**src/rtl/tt_arb_pkg.sv**
```systemverilog
// Shared constants and types for the four-requester round-robin arbiter.
package tt_arb_pkg;

  localparam int NUM_REQ = 4;

  localparam logic [7:0] UIO_OE_VAL = 8'hF0;

  // Arbiter control states; encodings are fixed so debug taps read consistently.
  typedef enum logic [1:0] {
    ST_IDLE  = 2'd0,
    ST_GRANT = 2'd1,
    ST_GAP   = 2'd2
  } state_t;

endpackage

```
**src/rtl/rr_pick.sv**
```systemverilog
// Round-robin selector: first asserted request searching upward from last+1 (mod 4).
module rr_pick
  import tt_arb_pkg::*;
(
  input  logic [3:0] req,
  input  logic [1:0] last,
  output logic [1:0] pick,
  output logic       valid
);

  // Scan from the farthest candidate back to last+1 so the nearest match wins.
  always_comb begin
    pick  = '0;
    valid = 1'b0;
    for (int i = NUM_REQ; i >= 1; i--) begin
      if (req[last + 2'(i)]) begin
        pick  = last + 2'(i);
        valid = 1'b1;
      end
    end
  end

endmodule

```
**src/rtl/tt_um_rr_arbiter.sv**
```systemverilog
// Round-robin arbiter sharing the inverting output datapath among four requesters.
// Handshake: a requester holds req high as long as it wants the datapath; the
// arbiter answers with a one-hot grant one edge later and keeps it until done,
// req drop, or the hold limit. Grants are always separated by one dead GAP cycle.
module tt_um_rr_arbiter
  import tt_arb_pkg::*;
#(
  parameter int MAX_HOLD = 15,
  parameter int CNT_W    = 4
) (
  input  logic       clk,
  input  logic       rst_n,
  input  logic       ena,
  input  logic [7:0] ui_in,
  input  logic [7:0] uio_in,
  output logic [7:0] uio_out,
  output logic [7:0] uio_oe,
  output logic [7:0] uo_out
);

  logic [3:0] req;
  logic       done;
  logic       clr_to;

  state_t             state_q, state_d;
  logic [1:0]         owner_q, owner_d;
  logic [1:0]         last_q, last_d;
  logic [CNT_W-1:0]   cnt_q, cnt_d;
  logic               to_q, to_d;
  logic [3:0]         data_q, data_d;

  logic [1:0] pick;
  logic       pick_valid;
  logic       hold_limit;
  logic       normal_release;
  logic       timeout_hit;
  logic [3:0] grant;
  logic       unused_ok;

  assign req    = ui_in[3:0];
  assign done   = ui_in[4];
  assign clr_to = ui_in[5];

  // Pins that carry no function on this design.
  assign unused_ok = ^{ena, ui_in[7:6], uio_in[7:4]};

  rr_pick u_pick (
    .req   (req),
    .last  (last_q),
    .pick  (pick),
    .valid (pick_valid)
  );

  // A release by done or req drop wins over the limit, so only a pure limit exit flags.
  assign hold_limit     = (cnt_q == CNT_W'(MAX_HOLD - 1));
  assign normal_release = done || !req[owner_q];
  assign timeout_hit    = (state_q == ST_GRANT) && hold_limit && !normal_release;

  // State and datapath registers; reset drops the grant without waiting for a clock.
  always_ff @(posedge clk or negedge rst_n) begin
    if (!rst_n) begin
      state_q <= ST_IDLE;
      owner_q <= 2'd0;
      last_q  <= 2'd3;
      cnt_q   <= '0;
      to_q    <= 1'b0;
      data_q  <= 4'h0;
    end else begin
      state_q <= state_d;
      owner_q <= owner_d;
      last_q  <= last_d;
      cnt_q   <= cnt_d;
      to_q    <= to_d;
      data_q  <= data_d;
    end
  end

  // Next-state and next-datapath values.
  always_comb begin
    state_d = state_q;
    owner_d = owner_q;
    last_d  = last_q;
    cnt_d   = cnt_q;
    data_d  = 4'h0;
    case (state_q)
      ST_IDLE:  if (pick_valid) state_d = ST_GRANT;
      ST_GRANT: if (normal_release || hold_limit) state_d = ST_GAP;
      ST_GAP:   state_d = pick_valid ? ST_GRANT : ST_IDLE;
      default:  state_d = ST_IDLE;
    endcase

    if (state_q != ST_GRANT && state_d == ST_GRANT) begin
      owner_d = pick;
      cnt_d   = '0;
    end
    if (state_q == ST_GRANT) begin
      if (state_d == ST_GRANT) begin
        cnt_d  = cnt_q + CNT_W'(1);
        data_d = ~uio_in[3:0];
      end else begin
        last_d = owner_q;
      end
    end

    // Set beats clear when both happen on the same edge.
    if (timeout_hit)  to_d = 1'b1;
    else if (clr_to)  to_d = 1'b0;
    else              to_d = to_q;
  end

  // Output decode from the registered state.
  always_comb begin
    grant = 4'b0000;
    if (state_q == ST_GRANT) grant = 4'b0001 << owner_q;
    uio_out = {grant, 4'b0000};
    uio_oe  = UIO_OE_VAL;
    uo_out  = {to_q, (state_q == ST_GRANT), owner_q, data_q};
  end

endmodule

```
**config.mk**
```make
export PLATFORM = sky130hd
export DESIGN_NAME = tt_um_rr_arbiter
export DESIGN_NICKNAME = d
export VERILOG_FILES = /design/src/rtl/tt_arb_pkg.sv /design/src/rtl/rr_pick.sv /design/src/rtl/tt_um_rr_arbiter.sv
export SDC_FILE = /design/constraint.sdc
export NUM_CORES = 1
export LEC_CHECK = 0
export ABC_CLOCK_PERIOD_IN_PS = 2700
export CELL_PAD_IN_SITES_DETAIL_PLACEMENT = 0
export CELL_PAD_IN_SITES_GLOBAL_PLACEMENT = 1
export CORE_MARGIN = 2
export CORE_UTILIZATION = 47
export DETAILED_ROUTE_END_ITERATION = 7
export DONT_BUFFER_PORTS = 1
export HOLD_SLACK_MARGIN = 0.1
export PLACE_DENSITY_LB_ADDON = 0.1
export SYNTH_ARGS = -nofsm -noshare
export SYNTH_HDL_FRONTEND = slang
export SYNTH_SLANG_ARGS = --single-unit
```
**constraint.sdc**
```tcl
create_clock -name clk -period 2.7 [get_ports clk]
set_input_delay 0.27 -clock clk [delete_from_list [all_inputs] [get_ports clk]]
set_output_delay 0.27 -clock clk [all_outputs]
set_load 0.01 [all_outputs]
```
* Word-level counts from Yosys, hierarchy flattened
Cells that the tools add are included.
Storage, ports and cells: register bits 15, latch bits 0, bits in writable memories 0, ROM bits 0, input port bits 19, memories 0
Operators by class: add/sub/neg operators 4, multipliers 0, div/mod/pow operators 0, $lt $le $gt $ge 5, equal/unequal tests 5, shift-type cells 1, multiplexer cells 30, bitwise operators 2, reduce and logical (&&, ||, !) cells 10
Operators with widths (count):
- two-way mux 4 bit | 6
- < comparator 2 x 3 -> 1 bit, second input constant | 5
- two-way mux 1 bit | 12
- two-way mux 2 bit | 6
- binary-select mux 1 bit (select 2 bit) | 5
- one-hot mux 2 bit (3 select lines) | 1
- adder 2 bit, second input constant | 2
- adder 4 x 1 -> 4 bit, second input constant | 1
- equality test 2 x 1 -> 1 bit, second input constant | 2
- equality test 4 bit, second input constant | 1
- NOT 4 bit | 1
- << shifter 1 x 2 -> 4 bit, first input constant | 1
- logical AND 1 bit | 3
- adder 2 x 1 -> 2 bit, second input constant | 1
- equality test 2 bit, second input constant | 1
- zero test 1 bit | 2
- zero test 2 bit | 1
- logical OR 1 bit | 2
- != test 2 x 1 -> 1 bit, second input constant | 1
- AND reduction 2 bit | 1
- nonzero test 2 bit | 1
- NOT 1 bit | 1

* Logic depth before layout (Yosys ltp)
depth after elaboration 13, depth in mapped cells 7, depth with buffers taken out 6

* By module
From an unflattened synthesis, not the netlist that was laid out.
Unflattened totals: cell total of the unflattened synthesis 85, area, all modules 847.1 um2
Modules (own cells, without submodules):
- tt_um_rr_arbiter | instances 1, cells each 71, area an instance 755.7 um2
- rr_pick | instances 1, cells each 14, area an instance 91.3 um2

* Worst setup path after synthesis
No wires, ideal clock.
path type register to register, start point register owner_q[0], end point register last_q[0], setup time 0.085 ns, data arrival time 1.579 ns, setup slack 1.036 ns, cell stages (with the launch flop) 4, path buffers 0, period minus slack after synthesis 1.664 ns, cells stage by stage dfrtp_1 > mux4_2 > a31oi_4 > mux2_1
Between the ends: word-level cells in the longest chain between the ends 10
Ends and longest elaborated chain:
- start, declared | RTL line tt_um_rr_arbiter.sv:26 | logic [1:0] owner_q, owner_d;
- start signal, assigned | RTL line tt_um_rr_arbiter.sv:70 | owner_q <= owner_d;
- binary-select mux 1 bit (select 2 bit) | RTL line tt_um_rr_arbiter.sv:56 | assign normal_release = done || !req[owner_q];
- two-way mux 1 bit (implied by the code) | RTL line tt_um_rr_arbiter.sv:56
- zero test 1 bit | RTL line tt_um_rr_arbiter.sv:56
- logical OR 1 bit | RTL line tt_um_rr_arbiter.sv:56
- logical OR 1 bit | RTL line tt_um_rr_arbiter.sv:87 | ST_GRANT: if (normal_release || hold_limit) state_d = ST_GAP;
- two-way mux 2 bit | RTL line tt_um_rr_arbiter.sv:87
- one-hot mux 2 bit (3 select lines) | RTL line tt_um_rr_arbiter.sv:85 | case (state_q)
- via state_d[1] | RTL line tt_um_rr_arbiter.sv:25 | state_t state_q, state_d;
- equality test 2 x 1 -> 1 bit | RTL line tt_um_rr_arbiter.sv:97 | if (state_d == ST_GRANT) begin
- NOT 1 bit (no line)
- AND reduction 2 bit (no line)
- end signal, assigned | RTL line tt_um_rr_arbiter.sv:71 | last_q <= last_d;
- end, declared | RTL line tt_um_rr_arbiter.sv:27 | logic [1:0] last_q, last_d;
The timed path passes the listed nets, and every way through them passes these cells. The select of a mux whose other input is x is not followed. A chain may end at the register's enable or synchronous reset.

* Worst setup path in the final report
Ends and elaborated chain as after synthesis.

==> summary.md <==
| Metric | Value |
|---|---|
| Cell area after synthesis | 864.6 um^2 |
| Initial Util | 0.5007 |
| Worst-path clk slew | 0.09 ns |
| H-tree levels | 1 |
| Critical-path top delay cell | mux4_2 |
| Final setup viols | 0 |
| Cts repair resizes | 0 |
| Fin. max-slew vios | 0 |
| Yosys cell types | 30 |
| Synth Warn # | 0 |
| Tmin final | 1.773 ns |
| Worst path cell trace | mux4_2 > a31oi_4 > mux2_1 |
| Routed wire length | 1.407 mm |
| DRT Pass-1 Iters | 4 |
| Global-route wire length before repair | between 2 and 2.5 mm |
| Residual DRC | 0 |
| Ports | between 40 and 50 |
| CP Capture Type | register |
| Max Cap Viol | 0 |
| Vias | 552 |
| Critical Path AT | ~2.0 ns |
| GP Congestion | 0.6788 |
| Layout cells sized above 1 | 0.1444 |
| CP required | about 2.9 ns |
| CTS tree | yes |
| Layout Skew | 0.001807 ns |
| Final non-filler cell total | about 120 |
| Post-CTS Hold Fix Bufs | 6 |
| Clock Tree Buf Depth | 2 |
| CORE AREA | 1727 um^2 |
| Postcts setup bufs | 0 |
| Relative slew slack | 0.4352 |
| Placed Cells | between 100 and 150 |
| DP HPWL | just under 1 mm |
| Synthesized flop and latch total | 15 |
| Fin Setup TNS | 0 ns |
| Die span in x | 46.89 um |
| Antenna-violating nets left | 0 |
| Root buffer cell | clkbuf_4 |
| Initial antenna violation count | 0 |
| Vias per cell | about 4.8 |
| Post-DR wirelength/cell | approximately 12 um |
| Most frequent cells in the layout | dfrtp_1 (13), conb_1 (12), inv_1 (7), nand2_1 (6), dlygate4sd3_1 (6) |
| Final worst path period share | 0.6568 |
| Total GRT Usage | 0.1484 |
| Worst setup path category | reg -> reg |
| Sequential element share of the synthesized area | 0.4370 |
| Fillers | about 160 |
| CP Launch Type | register |
| Slowest cell delay on critical path | about 0.6 ns |
| Fmax | ~560 MHz |
| P_leak | roughly 0.41 nW |
| Most common cell after layout, fill and taps aside | dfrtp_1 |
| Total global routing overflow | 0 |
| Final WS setup | 0.9267 ns |
| Pre-CTS WS | 0.9361 ns |
| Inserted Clock Buffers | 3 |
| Hold Fails Final Rpt | 0 |
| Largest net degree at the start of global routing | 16 |
| Syn Area/Cell | roughly 10 um^2 |
| Crit-path leading delay family | multiplexers |
| Max FO, Critical Path | 8 |
| Worst hold path class | in -> reg |
| IO Port Bufs | 0 |
| Die Height | 46.89 um |
| Maximum vdd ir drop | 0.5339 mV |
| Least-Margin Pin Slew | 0.8381 ns |
| CTS Sinks | 15 |
| Layout area overhead | 5.789% |
| DR iter-0 viols | 8 |
| Placed cell areas | 824.5 um^2 |
| # diodes | 0 |
| CP bufs+invs | 0 |
| Status | finished clean |
| Worst-Skew Late Latency | 0.29 ns |
| Layout Nets | around 110 |
| Number of global-route vias before repair | 489 |
| Die ar. | 2199 um^2 |
| FP Rows | 15 |
| Synthesized instance count | 84 |
| RSZ-0062 raised after global routing | false |
| Finished Cell Area | 914.6 um^2 |
| Power Density | 845.3 nW/um^2 |
==> state kept, by name (all words and copies together) (netlist names) <==
register and count:
cnt_q 4, data_q 4, last_q 2, owner_q 2, state_q 2, to_q 1
==> synth_stat cells <==
library cell	number	area [um^2]
nand2b_1	2	12.51
a2111oi_0	1	8.760
o32ai_1	1	8.760
o41ai_2	1	16.27
ha_1	2	25.02
o21ai_0	5	25.02
and3_2	1	7.510
o31ai_1	1	7.510
buf_6	1	11.26
dfstp_2	2	52.55
mux2_1	2	22.52
nand3_1	4	20.02
nor2_1	5	18.77
mux2i_1	1	10.01
o211ai_1	2	15.01
o31ai_2	1	12.51
nor3_1	1	5.000
o221a_2	1	11.26
a31oi_4	1	21.27
dfrtp_1	13	325.3
a21oi_1	2	10.01
buf_4	13	97.59
nor3b_1	2	15.01
nand4_2	1	12.51
a21o_1	1	7.510
mux4_2	1	22.52
inv_1	7	26.28
nor2b_1	1	6.260
conb_1	2	7.510
nand2_1	6	22.52
==> cell type report <==
cell class              count  area [um^2]  area share
multi-input cells          58        389.1      0.4254
flip-flops and latches     15        377.9      0.4131
repair buffers              6        60.06     0.06566
well taps                  25        31.28     0.03420
inverters                   7        26.28     0.02873
clock buffers               3        22.52     0.02462
clock inverters             1        7.507    0.008208
==> path summary, 6_finish.rpt <==
| kind | from | to | slack, ns | cells past startpoint |
|---|---|---|---|---|
| worst max-delay path | owner_q[0]$_DFFE_PN0P_ | last_q[0]$_DFFE_PN1P_ | 0.93 | 3 |
| worst min-delay path | ui_in[0] | state_q[0]$_DFF_PN0_ | 0.23 | 2 |
| worst max register to register | owner_q[0]$_DFFE_PN0P_ | last_q[0]$_DFFE_PN1P_ | 0.93 | 3 |
| worst min register to register | cnt_q[3]$_DFF_PN0_ | cnt_q[3]$_DFF_PN0_ | 0.49 | 1 |
| max in group asynchronous | rst_n | cnt_q[2]$_DFF_PN0_ | 1.85 | 1 |
| min in group asynchronous | rst_n | owner_q[0]$_DFFE_PN0P_ | 0.44 | 1 |
==> report_power, final <==
group          switching [mW]  internal (mW)
sequential             0.0802          0.296
clock                  0.0757         0.0564
combinational           0.154          0.111
total                   0.309          0.464
==> worst register-to-register path, stage by stage (launching register included) <==
cell     delay (ns)
dfrtp_1        0.52
mux4_2         0.61
a31oi_4        0.23
mux2_1         0.34
==> logic make-up (layout without fill, tap and decap cells) <==
kind of cell	count (synthesis)	count (layout)	share of synthesized area
DFF	15	15	0.4370
and+or+nand+nor	23	23	0.1389
AOI/OAI and AO/OA	17	17	0.1664
muxes	4	4	0.06367
buffers and inverters	21	17	0.1563
other	2	12	0.008686
adders and majority gates	2	2	0.02894
==> stage by stage <==
| step | total power, mW | hold WS, ns | utilization |
|---|---|---|---|
| 2_1_floorplan | 0.6049 | -0.02559 | - |
| 3_3_place_gp | 0.6351 | -0.02526 | 0.4775 |
| 3_5_place_dp | 0.6372 | -0.02528 | 0.4775 |
| 4_1_cts | 0.7853 | 0.2215 | 0.5297 |
| 5_1_grt | 0.8444 | 0.2310 | 0.5297 |
| 6_report | 0.7731 | 0.2336 | 0.5297 |
==> routing by layer <==
layer  global-route usage  wire, um  share of wire  vias to the layer above
li1                     -         -              -                      279
met1               0.1936       681           0.48                      242
met2               0.2137       607           0.43                       31
met3              0.07692       118          0.084                        0
met4              0.05000         0              0                        0
met5                    0         0              0                        -
Note: power is estimated with default switching activity, not from simulation.
